`src/rtl/stage_timing_pkg.sv`:
```
// Shared definitions for the stage timing harness.
//   state_e     - harness FSM states
//   LFSR_POLY   - Galois feedback taps shared by the stimulus lanes and the MISR
//   MISR_INIT   - signature value after reset and after every (re)start
//   SEED_STRIDE - golden-ratio stride that decorrelates per-lane seeds
//   lfsr_step   - one Galois shift, used by every lane and by the MISR
package stage_timing_pkg;

  typedef enum logic [1:0] {
    StIdle,
    StRun,
    StDrain,
    StDone
  } state_e;

  localparam logic [31:0] LFSR_POLY   = 32'h8020_0003;
  localparam logic [31:0] MISR_INIT   = 32'hFFFF_FFFF;
  localparam logic [31:0] SEED_STRIDE = 32'h9E37_79B9;

  function automatic logic [31:0] lfsr_step(input logic [31:0] s);
    return s[0] ? ((s >> 1) ^ LFSR_POLY) : (s >> 1);
  endfunction

endpackage

```
`src/rtl/stage_lfsr.sv`:
```
// One 32-bit Galois LFSR stimulus lane.
//   clk_i    - clock
//   rst_ni   - asynchronous active-low reset, loads SeedVal
//   load_i   - reload SeedVal (has priority over enable_i)
//   enable_i - advance one step
//   lane_o   - the Width LSBs of the lane state
// The full 32-bit state always runs; only the visible slice is exported so a
// partially used top lane carries no dangling bits.
module stage_lfsr
  import stage_timing_pkg::*;
#(
  parameter int unsigned Width   = 32,
  parameter logic [31:0] SeedVal = 32'h0000_0001
) (
  input  logic             clk_i,
  input  logic             rst_ni,
  input  logic             load_i,
  input  logic             enable_i,
  output logic [Width-1:0] lane_o
);

  logic [31:0] state_q;

  always_ff @(posedge clk_i or negedge rst_ni) begin
    if (!rst_ni) begin
      state_q <= SeedVal;
    end else if (load_i) begin
      state_q <= SeedVal;
    end else if (enable_i) begin
      state_q <= lfsr_step(state_q);
    end
  end

  assign lane_o = state_q[Width-1:0];

endmodule

```
`src/rtl/stage_timing_harness.sv`:
```
// Stimulus/response harness for closing timing on a single pipeline stage.
// Drives the stage input bus from per-lane Galois LFSRs, compacts the stage
// output bus into a 32-bit MISR, and reports a stable signature once the run
// and the drain window are over.
//   clk_i           - clock
//   rst_ni          - asynchronous active-low reset
//   start_i         - start/restart pulse, honoured in IDLE or DONE only
//   dut_in_o        - stimulus bus (lane concatenation, truncated)
//   dut_valid_o     - stimulus valid (RUN only)
//   dut_ready_i     - stage accepts stimulus (ignored when Handshake = 0)
//   dut_out_i       - stage result bus
//   dut_out_valid_i - result qualifier
//   busy_o          - RUN or DRAIN
//   done_o          - signature final
//   signature_o     - MISR state
//   cycle_count_o   - cycles spent in RUN + DRAIN, saturating
module stage_timing_harness
  import stage_timing_pkg::*;
#(
  parameter int unsigned InWidth     = 32,
  parameter int unsigned OutWidth    = 32,
  parameter int unsigned RunLength   = 1024,
  parameter int unsigned DrainCycles = 8,
  parameter logic [31:0] Seed        = 32'h0000_0001,
  parameter bit          Handshake   = 1'b1
) (
  input  logic                clk_i,
  input  logic                rst_ni,
  input  logic                start_i,
  output logic [InWidth-1:0]  dut_in_o,
  output logic                dut_valid_o,
  input  logic                dut_ready_i,
  input  logic [OutWidth-1:0] dut_out_i,
  input  logic                dut_out_valid_i,
  output logic                busy_o,
  output logic                done_o,
  output logic [31:0]         signature_o,
  output logic [31:0]         cycle_count_o
);

  localparam int unsigned Lanes     = (InWidth + 31) / 32;
  localparam int unsigned OutChunks = (OutWidth + 31) / 32;
  localparam logic [31:0] LastBeat  = 32'(RunLength - 1);
  localparam logic [31:0] LastDrain = (DrainCycles == 0) ? 32'd0 : 32'(DrainCycles - 1);

  state_e      state_q;
  logic [31:0] beat_q;
  logic [31:0] drain_q;
  logic [31:0] misr_q;
  logic [31:0] cycle_q;
  logic        valid_q;
  logic        busy_q;
  logic        done_q;

  logic        advance;
  logic        reload;
  logic        in_window;

  // In free-run mode every RUN cycle is an accepted beat.
  assign advance   = (state_q == StRun) && (Handshake ? dut_ready_i : 1'b1);
  assign reload    = start_i && ((state_q == StIdle) || (state_q == StDone));
  assign in_window = (state_q == StRun) || (state_q == StDrain);

  // Stimulus lanes. Lane k owns dut_in_o[32k +: 32]; the top lane may be narrower.
  for (genvar k = 0; k < Lanes; k++) begin : g_lane
    localparam int unsigned LaneLsb  = 32 * k;
    localparam int unsigned LaneW    = ((InWidth - LaneLsb) >= 32) ? 32 : (InWidth - LaneLsb);
    localparam logic [31:0] RawSeed  = Seed ^ (32'(k) * SEED_STRIDE);
    localparam logic [31:0] LaneSeed = (RawSeed == 32'h0) ? 32'h1 : RawSeed;

    stage_lfsr #(
      .Width  (LaneW),
      .SeedVal(LaneSeed)
    ) u_lane (
      .clk_i   (clk_i),
      .rst_ni  (rst_ni),
      .load_i  (reload),
      .enable_i(advance),
      .lane_o  (dut_in_o[LaneLsb +: LaneW])
    );
  end

  // Zero-pad the result bus to whole 32-bit chunks and XOR the chunks together.
  logic [OutChunks*32-1:0] out_pad;
  logic [31:0]             fold;

  always_comb begin
    out_pad                 = '0;
    out_pad[OutWidth-1:0]   = dut_out_i;
    fold                    = '0;
    for (int unsigned c = 0; c < OutChunks; c++) begin
      fold = fold ^ out_pad[c*32 +: 32];
    end
  end

  // Control FSM with registered status outputs.
  always_ff @(posedge clk_i or negedge rst_ni) begin
    if (!rst_ni) begin
      state_q <= StIdle;
      beat_q  <= '0;
      drain_q <= '0;
      misr_q  <= MISR_INIT;
      cycle_q <= '0;
      valid_q <= 1'b0;
      busy_q  <= 1'b0;
      done_q  <= 1'b0;
    end else begin
      // Capture also covers the edge that moves RUN/DRAIN into DONE.
      if (in_window) begin
        if (cycle_q != 32'hFFFF_FFFF) begin
          cycle_q <= cycle_q + 32'd1;
        end
        if (dut_out_valid_i) begin
          misr_q <= lfsr_step(misr_q) ^ fold;
        end
      end

      case (state_q)
        StIdle, StDone: begin
          // A restart in DONE discards any coincident result.
          if (start_i) begin
            state_q <= StRun;
            beat_q  <= '0;
            drain_q <= '0;
            misr_q  <= MISR_INIT;
            cycle_q <= '0;
            valid_q <= 1'b1;
            busy_q  <= 1'b1;
            done_q  <= 1'b0;
          end
        end
        StRun: begin
          if (advance) begin
            beat_q <= beat_q + 32'd1;
            if (beat_q == LastBeat) begin
              valid_q <= 1'b0;
              if (DrainCycles == 0) begin
                state_q <= StDone;
                busy_q  <= 1'b0;
                done_q  <= 1'b1;
              end else begin
                state_q <= StDrain;
              end
            end
          end
        end
        StDrain: begin
          if (drain_q == LastDrain) begin
            state_q <= StDone;
            busy_q  <= 1'b0;
            done_q  <= 1'b1;
          end else begin
            drain_q <= drain_q + 32'd1;
          end
        end
        default: begin
          state_q <= StIdle;
          valid_q <= 1'b0;
          busy_q  <= 1'b0;
          done_q  <= 1'b0;
        end
      endcase
    end
  end

  assign dut_valid_o   = valid_q;
  assign busy_o        = busy_q;
  assign done_o        = done_q;
  assign signature_o   = misr_q;
  assign cycle_count_o = cycle_q;

endmodule

```
`config.mk`:
```
export PLATFORM = sky130hd
export DESIGN_NAME = stage_timing_harness
export DESIGN_NICKNAME = d
export VERILOG_FILES = /design/src/rtl/stage_timing_pkg.sv /design/src/rtl/stage_lfsr.sv /design/src/rtl/stage_timing_harness.sv
export SDC_FILE = /design/constraint.sdc
export NUM_CORES = 1
export LEC_CHECK = 0
export CORE_AREA = 2 2 124 126
export CTS_CLUSTER_DIAMETER = 80
export DETAILED_ROUTE_END_ITERATION = 8
export DIE_AREA = 0 0 126 128
export GPL_ROUTABILITY_DRIVEN = 0
export PLACE_DENSITY = 0.84
export SLEW_MARGIN = 40
export SYNTH_ARGS = -nofsm -noshare
export SYNTH_HDL_FRONTEND = slang
export SYNTH_SLANG_ARGS = --single-unit
export TNS_END_PERCENT = 20
```
`constraint.sdc`:
```
create_clock -name clk_i -period 7.35 [get_ports clk_i]
set_input_delay 2.205 -clock clk_i [delete_from_list [all_inputs] [get_ports clk_i]]
set_output_delay 2.205 -clock clk_i [all_outputs]
set_load 0.01 [all_outputs]
```
==> impl_metrics.yaml <==
clock_tree:
  clockBufferDepth: 2
  cts_tree: "yes"
  cts_inserted_buffers: 17
  cts_resized: 0
  cts_setup_buffers: 0
  cts-root-buf: "clkbuf_16"
  clk_latency_ns: 0.44
  clock_sink_count: 165
  ctsHoldBuffers: 0
  htree_levels: 4
  clk_pin_slew_ns: 0.07
layout:
  nFillCells: 1115
  n_antenna_cell: 0
  finalNonFillerCells: 1213
  utilization: 0.709
  drive_gt1_frac: 0.0888
  layout.nets: 1055
  area_growth_pct: 26.1
  mostFrequentLayoutCell: "nand2_1"
  mostFrequentLayoutCells: "nand2_1, clkdlybuf4s50_1, dfrtp_1, nor2_1, xor2_1"
synthesis:
  synth_area_per_cell_um2: 9.40
  synth-async-reset-ratio: 1.00
  yosysSeqAreaShare: 0.499
  synthFlopType: "dfrtp_1"
  synthCells: 890
  ys_types: 50
  synth_fp_nets: 933
  yosysTopAreaCellShare: 0.395
  syn-cell-area_mm2: 0.00836
  ys_top_cells_by_area: "dfrtp_1, dfstp_2, nand2_1"
  synth-seq-cells: 165
  yosys.area.top_type: "dfrtp_1"
  synth_edf_count: 0
  ys_warn_count: 0
die:
  placementRows: 45
  die_h_um: 128
  start_util: 0.563
  die_x_um: 126
  dieArea_mm2: 0.0161
  ios: 136
  core-area_mm2: 0.0149
sta:
  max_slew_margin: 0.473
  finalWorstSetupSlack_ns: 2.99
  setup_viol: 0
  fin_crit_sh: 0.593
  tns_ns: 0
  fmax_ghz: 0.230
  worstMarginPinSlew_ns: 0.769
  fin_skew_ns: 0.0117
  fin_crit_ns: 4.36
  final_max_slew_viol_count: 0
  hold_viol_final: 0
  rsz0062_at_grt: "no"
placed_design:
  port_buffers: 135
  pre_cts_ws_ns: 2.51
  placed_cells: 1180
  dp_hpwl_um: 13800
detailed_routing:
  drtIter0Drc: 599
  vias: 7218
  antenna_left: 0
  wl_um: 20600
  drc: 0
  dr.pass1.iters: 5
  vias_per_cell: 5.95
  routedWlPerCell_um: 17.0
global_routing:
  grt_pass1_wl_um: 34200
  grt_max_degree: 99
  grt_use_total: 0.262
  grt_overflow: 0
  grt_antenna_before_repair: 0
  grt_pass1_vias: 6924
critical_path:
  end_kind: "register"
  crit_path_start_kind: "primary input"
  crit_required_ns: 7.71
  worst_ep_arrival_time_ns: 4.72
  path_max_fanout: 11
  path_class: "primary input to register"
power:
  finalPower_mw: 3.27
  leakage_nw: 4.29
  powerDensity_mw_per_mm2: 310
  ir_drop_mv: 0.266
job:
  max_cap_violations: 0
worst_hold_path:
  min_path_type: "register to register"
run_status:
  status: "finished clean"
metrics by stage:
step / cell area, um^2 / hold slack, ns
6_report: 10500 / 0.513
5_1_grt: 10500 / 0.530
4_1_cts: 10500 / 0.521
3_5_place_dp: 9890 / 0.481
3_3_place_gp: 9850 / 0.481
2_1_floorplan: 8360 / 0.506
worst max-delay path, cell delays in order:
cell	delay, ns
clkdlybuf4s50_1	0.65
mux2i_1	0.32
nor4_4	0.41
nand3_1	0.36
or4_1	0.60
a21oi_1	0.16
sequential cells by signal, summed over array words and instances (netlist names):
signal                flops
beat_q                   32
busy_o                    1
cycle_count_o            32
done_o                    1
drain_q                  32
dut_valid_o               1
g_lane.u_lane.lane_o     32
signature_o              32
state_q                   2
where the power goes:
part | switching [mW] | total [mW] | internal, mW
sequential | 0.137 | 1.24 | 1.10
clock | 0.401 | 0.946 | 0.545
combinational | 0.627 | 1.09 | 0.459
total | 1.17 | 3.27 | 2.10
cell families (layout without fill, tap and decap cells):
group	after synthesis	in the layout	synth area share
AND/OR/NAND/NOR	404	404	0.241
flip-flops	165	165	0.499
AO/OA/AOI/OAI	154	154	0.114
XOR/XNOR	88	88	0.0922
buffers and inverters	58	193	0.0268
multiplexers	15	15	0.0180
adder cells (fa/ha/maj)	6	6	0.00898
cell usage after synthesis, types with 10 or more instances:
master / n
a21oi_1: 52
and3_1: 13
clkbuf_1: 36
dfrtp_1: 132
dfstp_2: 33
inv_1: 14
mux2i_1: 15
nand2_1: 138
nand3_1: 46
nand4_1: 43
nor2_1: 75
nor3_1: 18
nor4_1: 17
o211ai_1: 28
o21ai_0: 38
o22a_1: 13
or3_1: 17
or4_1: 10
xnor2_1: 35
xor2_1: 53
path summary, 6_finish.rpt:
path / start / end / slack (ns) / cells after the start
max reg2reg: state_q[0] / signature_o[8] / 3.71 / 7
max: start_i / beat_q[24] / 2.99 / 6
max in group asynchronous: rst_ni / g_lane[0].u_lane.lane_o[0] / 4.39 / 4
min: dut_valid_o / dut_valid_o / 0.51 / 1
min in group asynchronous: rst_ni / cycle_count_o[8] / 1.60 / 1
min reg2reg: dut_valid_o / dut_valid_o / 0.51 / 1
routing by layer:
metal / track usage / vias up / wire (um)
met4: 0.0905 / 0 / 412
li1: - / 3401 / -
met5: 0 / - / 0
met1: 0.340 / 3525 / 8660
met2: 0.411 / 250 / 9850
met3: 0.0918 / 42 / 1650
final cells by class:
type                    count  area (um^2)  area share
inverters                  15         56.3     0.00534
well taps                 188          235      0.0223
repair buffers            146         1480       0.140
clock buffers              18          429      0.0407
flip-flops and latches    165         4170       0.396
clock inverters            14          186      0.0177
multi-input cells         667         3990       0.378
(Power assumes the default switching activity.)
